==> src/rtl/bp_dispatch.sv <==
// rtl/bp_dispatch.sv - Bus Pirate command dispatcher between the inbound/outbound FIFOs and the IO pin array.
// Optional feature macro: ERROR_RESP_EN (reserved opcodes return an error word).
module bp_dispatch #(
    parameter int FIFO_WIDTH = 16,
    parameter int BP_PINS    = 5
) (
    input  logic                  clock,
    input  logic                  reset,
    output logic                  in_fifo_out_clock,
    input  logic                  in_fifo_out_nempty,
    output logic                  in_fifo_out_pop,
    input  logic [FIFO_WIDTH-1:0] in_fifo_out_data,
    output logic                  out_fifo_in_clock,
    input  logic                  out_fifo_in_full,
    output logic                  out_fifo_in_shift,
    output logic [FIFO_WIDTH-1:0] out_fifo_in_data,
    output logic [BP_PINS-1:0]    bp_din,
    input  logic [BP_PINS-1:0]    bp_dout
);

    typedef enum logic [1:0] {
        ST_IDLE,
        ST_DECODE,
        ST_WAIT,
        ST_RESP
    } state_t;

    localparam logic [3:0] OP_NOP   = 4'd0;
    localparam logic [3:0] OP_WRITE = 4'd1;
    localparam logic [3:0] OP_READ  = 4'd2;
    localparam logic [3:0] OP_DELAY = 4'd3;
    localparam logic [3:0] OP_SET   = 4'd4;
    localparam logic [3:0] OP_CLR   = 4'd5;
    localparam logic [3:0] OP_ECHO  = 4'd6;

    state_t                  state;
    state_t                  state_next;
    logic [FIFO_WIDTH-1:0]   cmd;
    logic [11:0]             counter;
    logic [FIFO_WIDTH-1:0]   resp;

    logic [3:0]              opcode;
    logic [11:0]             arg;
    logic [BP_PINS-1:0]      value;

    assign opcode = cmd[15:12];
    assign arg    = cmd[11:0];
    assign value  = cmd[BP_PINS-1:0];

    assign in_fifo_out_clock = clock;
    assign out_fifo_in_clock = clock;
    assign out_fifo_in_data  = resp;

    always_ff @(posedge clock or posedge reset) begin
        if (reset) begin
            state <= ST_IDLE;
        end else begin
            state <= state_next;
        end
    end

    always_comb begin
        state_next        = state;
        in_fifo_out_pop   = 1'b0;
        out_fifo_in_shift = 1'b0;
        case (state)
            ST_IDLE: begin
                // Gated by reset so a word is never popped while the core ignores it.
                if (in_fifo_out_nempty && !reset) begin
                    in_fifo_out_pop = 1'b1;
                    state_next      = ST_DECODE;
                end
            end
            ST_DECODE: begin
                case (opcode)
                    OP_READ, OP_ECHO: state_next = ST_RESP;
                    OP_DELAY:         state_next = (arg == 12'd0) ? ST_IDLE : ST_WAIT;
                    default: begin
`ifdef ERROR_RESP_EN
                        state_next = (opcode > OP_ECHO) ? ST_RESP : ST_IDLE;
`else
                        state_next = ST_IDLE;
`endif
                    end
                endcase
            end
            ST_WAIT: begin
                if (counter <= 12'd1) begin
                    state_next = ST_IDLE;
                end
            end
            ST_RESP: begin
                if (!out_fifo_in_full) begin
                    out_fifo_in_shift = 1'b1;
                    state_next        = ST_IDLE;
                end
            end
            default: state_next = ST_IDLE;
        endcase
    end

    always_ff @(posedge clock or posedge reset) begin
        if (reset) begin
            cmd     <= '0;
            counter <= '0;
            resp    <= '0;
            bp_din  <= '0;
        end else begin
            if (in_fifo_out_pop) begin
                cmd <= in_fifo_out_data;
            end
            if (state == ST_DECODE) begin
                case (opcode)
                    OP_NOP:   ;
                    OP_WRITE: bp_din  <= value;
                    OP_READ:  resp    <= {{(FIFO_WIDTH-BP_PINS){1'b0}}, bp_dout};
                    OP_DELAY: counter <= arg;
                    OP_SET:   bp_din  <= bp_din | value;
                    OP_CLR:   bp_din  <= bp_din & ~value;
                    OP_ECHO:  resp    <= {4'h0, arg};
                    default: begin
`ifdef ERROR_RESP_EN
                        resp <= {4'hE, opcode, 8'h00};
`endif
                    end
                endcase
            end else if (state == ST_WAIT) begin
                counter <= counter - 12'd1;
            end
        end
    end

endmodule

==> config.mk <==
export PLATFORM = sky130hd
export DESIGN_NAME = bp_dispatch
export DESIGN_NICKNAME = d
export VERILOG_FILES = /design/src/rtl/bp_dispatch.sv
export SDC_FILE = /design/constraint.sdc
export NUM_CORES = 1
export LEC_CHECK = 0
export CAP_MARGIN = 20
export CORE_ASPECT_RATIO = 1.75
export CORE_MARGIN = 3
export CORE_UTILIZATION = 55
export DETAILED_ROUTE_END_ITERATION = 16
export PLACE_DENSITY = 0.85
export SLEW_MARGIN = 20
export SYNTH_ARGS = -nofsm -noshare
export SYNTH_HDL_FRONTEND = slang
export SYNTH_SLANG_ARGS = --single-unit
==> constraint.sdc <==
create_clock -name clock -period 3.25 [get_ports clock]
set_input_delay 0.325 -clock clock [delete_from_list [all_inputs] [get_ports clock]]
set_output_delay 0.325 -clock clock [all_outputs]
set_load 0.01 [all_outputs]
==> results.py, run 1 <==
metrics = {
    "outcome": {
        "outcome": "complete, no violations",
    },
    "finish": {
        "final_nets": 305,
        "finalCoreUtilization_pct": 71.5,
        "multi_input_area_mm2": 0.00112,
        "syn2layout_area_growth_pct": 23.0,
        "regArea_mm2": 0.00118,
        "final_layout_size_suffix_gt1_share_pct": 14.4,
        "diodes": 0,
        "nFillCells": 319,
    },
    "die": {
        "dieArea_mm2": 0.00529,
        "die_h_um": 94.0,
        "row_count": 31,
        "start_util_pct": 58.1,
        "coreArea_mm2": 0.00419,
        "die_w_um": 56.3,
        "ios": 50,
    },
    "power_and_ir_drop": {
        "peakVddDrop_mv": 0.674,
        "powerDensity_mw_per_mm2": 902,
        "p_leak_uw": 0.00121,
        "total_power_uw": 2700,
    },
    "timing": {
        "hold_viol": 0,
        "setup_tns_ns": 0,
        "slew_headroom_pct": 51.4,
        "rsz0062_at_grt": "false",
        "fin_worst_skew_ns": 0.00912,
        "setup_ws_ns": 0.602,
        "drv_slew": 0,
        "worst_pin_slew_ns": 0.728,
        "setup_viol_count_final": 0,
        "holdWs_ns": 0.383,
    },
    "routing": {
        "ant_nets": 0,
        "wl_per_cell_um": 17.8,
        "vias_per_cell": 6.27,
        "drt-total-wl_um": 5830,
        "drt_iter0_drc": 82,
        "vias": 2051,
        "drc": 0,
        "dr.pass1.iters": 4,
    },
    "synthesis": {
        "synthCells": 237,
        "ys_seq_area_share_pct": 48.3,
        "synth_top_area_share_pct": 48.3,
        "synth.top_cells.by_count": "dfrtp_1, nand2_1, o21ai_0, mux2_2, a21oi_1",
        "synth_cell_types": 51,
        "synthFlopType": "dfrtp_1",
        "yosysTopAreaCell": "dfrtp_1",
        "ys_ff_latch": 47,
        "synth_area_mm2": 0.00243,
        "synth_edf_count": 0,
        "yosysMostFrequentCell": "dfrtp_1",
        "ys_async_sr_fraction_pct": 100,
        "synth_area_leaders": "dfrtp_1, mux2_2, o21ai_0, nand2_1, a21oi_1",
        "synth_area_per_cell_um2": 10.3,
        "yosys_warnings": 0,
    },
    "critical_path": {
        "worstSetupPathType": "clk2out",
        "r2r_cells": 4,
        "r2r-end": "counter[8]",
        "crit_required_ns": 2.92,
        "timing.rr.start": "state[1]",
        "cp_data_arrival_time_ns": 2.32,
        "critPathCaptureType": "primary output",
        "crit_path_start_kind": "clock port",
        "path_max_fanout": 2,
        "reg2reg_setup_slack_ns": 1.12,
    },
    "global_route": {
        "grt-ovfl-total": 0,
        "grt_pass1_vias": 1991,
        "antenna_found_initial": 0,
        "grt_start_max_net_pins": 31,
        "grt_pass1_wl_um": 9630,
        "grt_usage_pct": 24.0,
    },
    "clock_network": {
        "cts-resized-gates": 0,
        "postCtsSetupBuffers": 0,
        "path_clk_slew_ns": 0.09,
        "ctsHoldBuffers": 0,
        "cts_tree": "done",
        "clkLatencyLatePin_ns": 0.40,
    },
    "placed_design": {
        "gp_congestion": 0.879,
        "hpwlAfterDp_um": 4020,
        "dp_slack_ns": 0.851,
        "io_buffers": 45,
    },
    "job": {
        "max-cap-violations": 0,
    },
    "min_path": {
        "hold_path_class": "in2async",
    },
}
cell usage in the layout (no fill, tap or decap), drive strengths merged, types with 3 or more instances in the layout:
cell / Yosys / final
o22ai: 6 / 6
a221o: 5 / 5
nor3: 3 / 3
nand3: 4 / 4
o41ai: 4 / 4
nand3b: 6 / 6
nor4: 8 / 8
clkbuf: 9 / 10
clkdlybuf4s50: 0 / 45
o21ai: 21 / 21
inv: 6 / 6
buf: 12 / 3
a21oi: 13 / 13
mux2: 15 / 15
nand2b: 6 / 6
conb: 1 / 4
nor2: 9 / 9
dfrtp: 47 / 47
nand2: 27 / 27
routing by layer:
layer	track usage [%]	part of all wire [%]
met5	0	0
met4	13.7	2.5
met3	4.40	5.5
met2	40.1	53
met1	28.7	39
state kept, by name, indices dropped and copies added, names as in the netlist:
name,count
out_fifo_in_data,12
counter,12
state,2
cmd,16
bp_din,5
cells by family after synthesis:
logic type / after synthesis / share of synthesized area, %
multiplexers: 16 / 7.35
other: 1 / 0.154
adder cells (fa/ha/maj): 2 / 1.03
buffers and inverters: 27 / 6.47
AO/OA/AOI/OAI: 69 / 19.6
AND/OR/NAND/NOR: 75 / 17.1
flip-flops: 47 / 48.3
critical path, stage by stage:
cell and delay, ns:
clkbuf_8 0.11, clkbuf_8 0.12, clkdlybuf4s50_1 0.47
area by class of cell:
cell class / count / share of cell area, %
Tap cell: 49 / 2.05
Timing Repair Buffer: 46 / 15.1
Clock buffer: 12 / 5.27
Inverter: 6 / 0.752
Multi-Input combinational cell: 166 / 37.4
Sequential cell: 47 / 39.3
Clock inverter: 1 / 0.167
power breakdown:
group | switching [uW] | total (uW) | internal [uW]
combinational | 463 | 971 | 508
sequential | 347 | 1190 | 841
clock | 228 | 541 | 313
total | 1040 | 2700 | 1660
how the worst max path moves through the flow:
stage	slack [ns]	start	cells after the start	to
floorplan	1.18	clock	1	in_fifo_out_clock
CTS	0.59	clock	3	out_fifo_in_clock
global placement	0.85	clock	1	in_fifo_out_clock
detailed placement	0.85	clock	1	in_fifo_out_clock
finish	0.60	clock	3	out_fifo_in_clock
global route	0.58	clock	3	out_fifo_in_clock
through the flow:
step / instances / instance area [um^2]
after global placement: 316 / 2850
after detailed placement: 316 / 2850
after global routing: 327 / 2990
after floorplan: 240 / 2450
after CTS: 327 / 2990
final: 327 / 2990
Note: power is estimated with default switching activity, not from simulation.
==> inputs of run 2 (changes only) <==
--- a/config.mk
+++ b/config.mk
@@ -8,9 +8,9 @@
 export CAP_MARGIN = 20
 export CORE_ASPECT_RATIO = 1.75
 export CORE_MARGIN = 3
-export CORE_UTILIZATION = 55
+export CORE_UTILIZATION = 46
 export DETAILED_ROUTE_END_ITERATION = 16
-export PLACE_DENSITY = 0.85
+export PLACE_DENSITY = 0.76
 export SLEW_MARGIN = 20
 export SYNTH_ARGS = -nofsm -noshare
 export SYNTH_HDL_FRONTEND = slang
==> constraint.sdc (replaced) <==
create_clock -name clock -period 2.1 [get_ports clock]
set_input_delay 0.21 -clock clock [delete_from_list [all_inputs] [get_ports clock]]
set_output_delay 0.21 -clock clock [all_outputs]
set_load 0.01 [all_outputs]
==> run 2 against run 1 <==
Worst hold slack worse by 0.032 ns. Wire length is 2.3% lower. Die area increased by 18%. Register-to-register slack worse by 0.95 ns. Non-clock buffer count increased by 6. Critical path depth decreased by 1. Via count decreased by 2.5%. Clock power increased by 79%. Global-route usage down 3.7 points. First-iteration DRC count grew 11%. Largest power group unchanged.
==> results.py, run 2 (same netlist as run 1, synthesis figures left out) <==
metrics = {
    "die": {
        "die_w_um": 61.0,
        "die_h_um": 102,
        "dieArea_mm2": 0.00624,
        "row_count": 34,
        "coreArea_mm2": 0.00506,
        "start_util_pct": 48.1,
        "ios": 50,
    },
    "finish": {
        "top_register": "cmd",
        "finalCoreUtilization_pct": 60.9,
        "finalInstanceArea_mm2": 0.00308,
        "mostFrequentLayoutCell": "dfrtp_1",
        "diodes": 0,
        "layout_common_cells": "dfrtp_1, clkdlybuf4s50_1, nand2_1",
        "largest_reg_flops": 16,
        "final_nets": 311,
        "final_layout_size_suffix_gt1_share_pct": 16.8,
        "syn2layout_area_growth_pct": 26.7,
    },
    "routing": {
        "vias_per_cell": 5.90,
        "drt-total-wl_um": 5700,
        "dr.pass1.iters": 5,
        "drt_iter0_drc": 91,
        "drc": 0,
        "ant_nets": 0,
        "wl_per_cell_um": 16.8,
        "vias": 2000,
    },
    "global_route": {
        "antenna_found_initial": 0,
        "grt_usage_pct": 20.3,
        "grt-ovfl-total": 0,
        "grt_pass1_wl_um": 9320,
        "grt_pass1_vias": 2006,
        "grt_start_max_net_pins": 48,
    },
    "power_and_ir_drop": {
        "powerDensity_mw_per_mm2": 1400,
        "p_leak_uw": 0.00127,
        "peakVddDrop_mv": 0.949,
    },
    "placed_design": {
        "hpwlAfterDp_um": 4020,
        "gp_congestion": 0.878,
        "io_buffers": 45,
        "place_area_mm2": 0.00290,
    },
    "timing": {
        "setup_tns_ns": 0,
        "fin_worst_skew_ns": 0.00816,
        "slew_headroom_pct": 60.6,
        "post-route-period-util_pct": 95.9,
        "min_period_ns": 2.01,
        "hold_viol": 0,
        "drv_slew": 0,
        "rsz0062_at_grt": "false",
        "fmax_mhz": 497,
        "setup_viol_count_final": 0,
        "worst_pin_slew_ns": 0.591,
    },
    "critical_path": {
        "worstSetupPathType": "reg2out",
        "cp_data_arrival_time_ns": 1.80,
        "crit_buf_inv": 1,
        "max_stage_delay_ns": 0.60,
        "critPathSlowestCell": "clkdlybuf4s50_1",
        "path_cells": "nor3b_1 -> clkdlybuf4s50_1",
        "crit_path_start_kind": "flop",
        "path_max_fanout": 8,
        "cpLargestDelayFamily": "buffers and inverters",
        "reg2reg_setup_slack_ns": 0.17,
        "crit_required_ns": 1.89,
        "critPathCaptureType": "primary output",
    },
    "clock_network": {
        "ctsHoldBuffers": 0,
        "cts_tree": "done",
        "path_clk_slew_ns": 0.09,
        "clkLatencyLatePin_ns": 0.41,
    },
    "min_path": {
        "hold_path_class": "in2async",
    },
    "outcome": {
        "outcome": "complete, no violations",
    },
    "job": {
        "max-cap-violations": 0,
    },
}
-- run 2: cell type report --
class                   instances  area, um^2
well taps                      54        67.6
inverters                       6        22.5
flip-flops and latches         47        1180
clock buffers                  11         144
repair buffers                 52         500
fillers                       434        1980
clock inverters                 3        43.8
multi-input cells             166        1130
-- run 2: final timing paths --
path	cells past startpoint	start	to
setup / recovery	2	state[1]	out_fifo_in_shift
hold / removal	3	reset	bp_din[0]
setup reg to reg	6	counter[1]	counter[6]
hold reg to reg	2	out_fifo_in_data[2]	out_fifo_in_data[2]
max in group asynchronous	3	reset	state[1]
min in group clock	3	in_fifo_out_data[14]	cmd[14]
-- run 2: power breakdown --
group          switching [uW]  internal [uW]
sequential                517           1300
combinational             718            825
clock                     386            581
total                    1620           2710
-- run 2: worst reg2reg max path, cell delays in order, from the launching register on --
cell and delay (ns):
dfrtp_1 0.40, inv_1 0.12, ha_1 0.22, or3b_2 0.55, o21ai_0 0.24, nand2_1 0.08
a22o_1 0.23
-- run 2: metal layers --
layer	vias to the layer above	global-route usage, %	share of wire, %
li1	956	-	-
met1	977	22.8	40
met2	56	33.6	53
met3	11	5.06	4.1
met4	0	12.2	2.9
met5	-	0	0
-- run 2: timing repair --
action	in CTS	in global routing
resized for setup	3	1
buffers inserted	0	1
endpoints found under the setup margin	1	2
pin swaps	1	1
-- run 2: metrics by stage --
| step | hold WS, ns | cells | worst slack, ns | total power, uW |
|---|---|---|---|---|
| 2_1_floorplan | 0.302 | 240 | 0.249 | 2830 |
| 3_3_place_gp | 0.459 | 326 | 0.217 | 3400 |
| 3_5_place_dp | 0.470 | 326 | 0.189 | 3460 |
| 4_1_cts | 0.367 | 338 | 0.0155 | 4350 |
| 5_1_grt | 0.377 | 339 | 0.0504 | 4640 |
| 6_report | 0.351 | 339 | 0.0866 | 4330 |
==> inputs of run 3 (changes only) <==
--- a/config.mk
+++ b/config.mk
@@ -9,6 +9,7 @@
 export CORE_ASPECT_RATIO = 1.75
 export CORE_MARGIN = 3
 export CORE_UTILIZATION = 46
+export CTS_CLUSTER_DIAMETER = 50
 export DETAILED_ROUTE_END_ITERATION = 16
 export PLACE_DENSITY = 0.76
 export SLEW_MARGIN = 20
==> results of run 3 <==
Same layout as run 2: the final DEF is identical, and so are final timing and power.
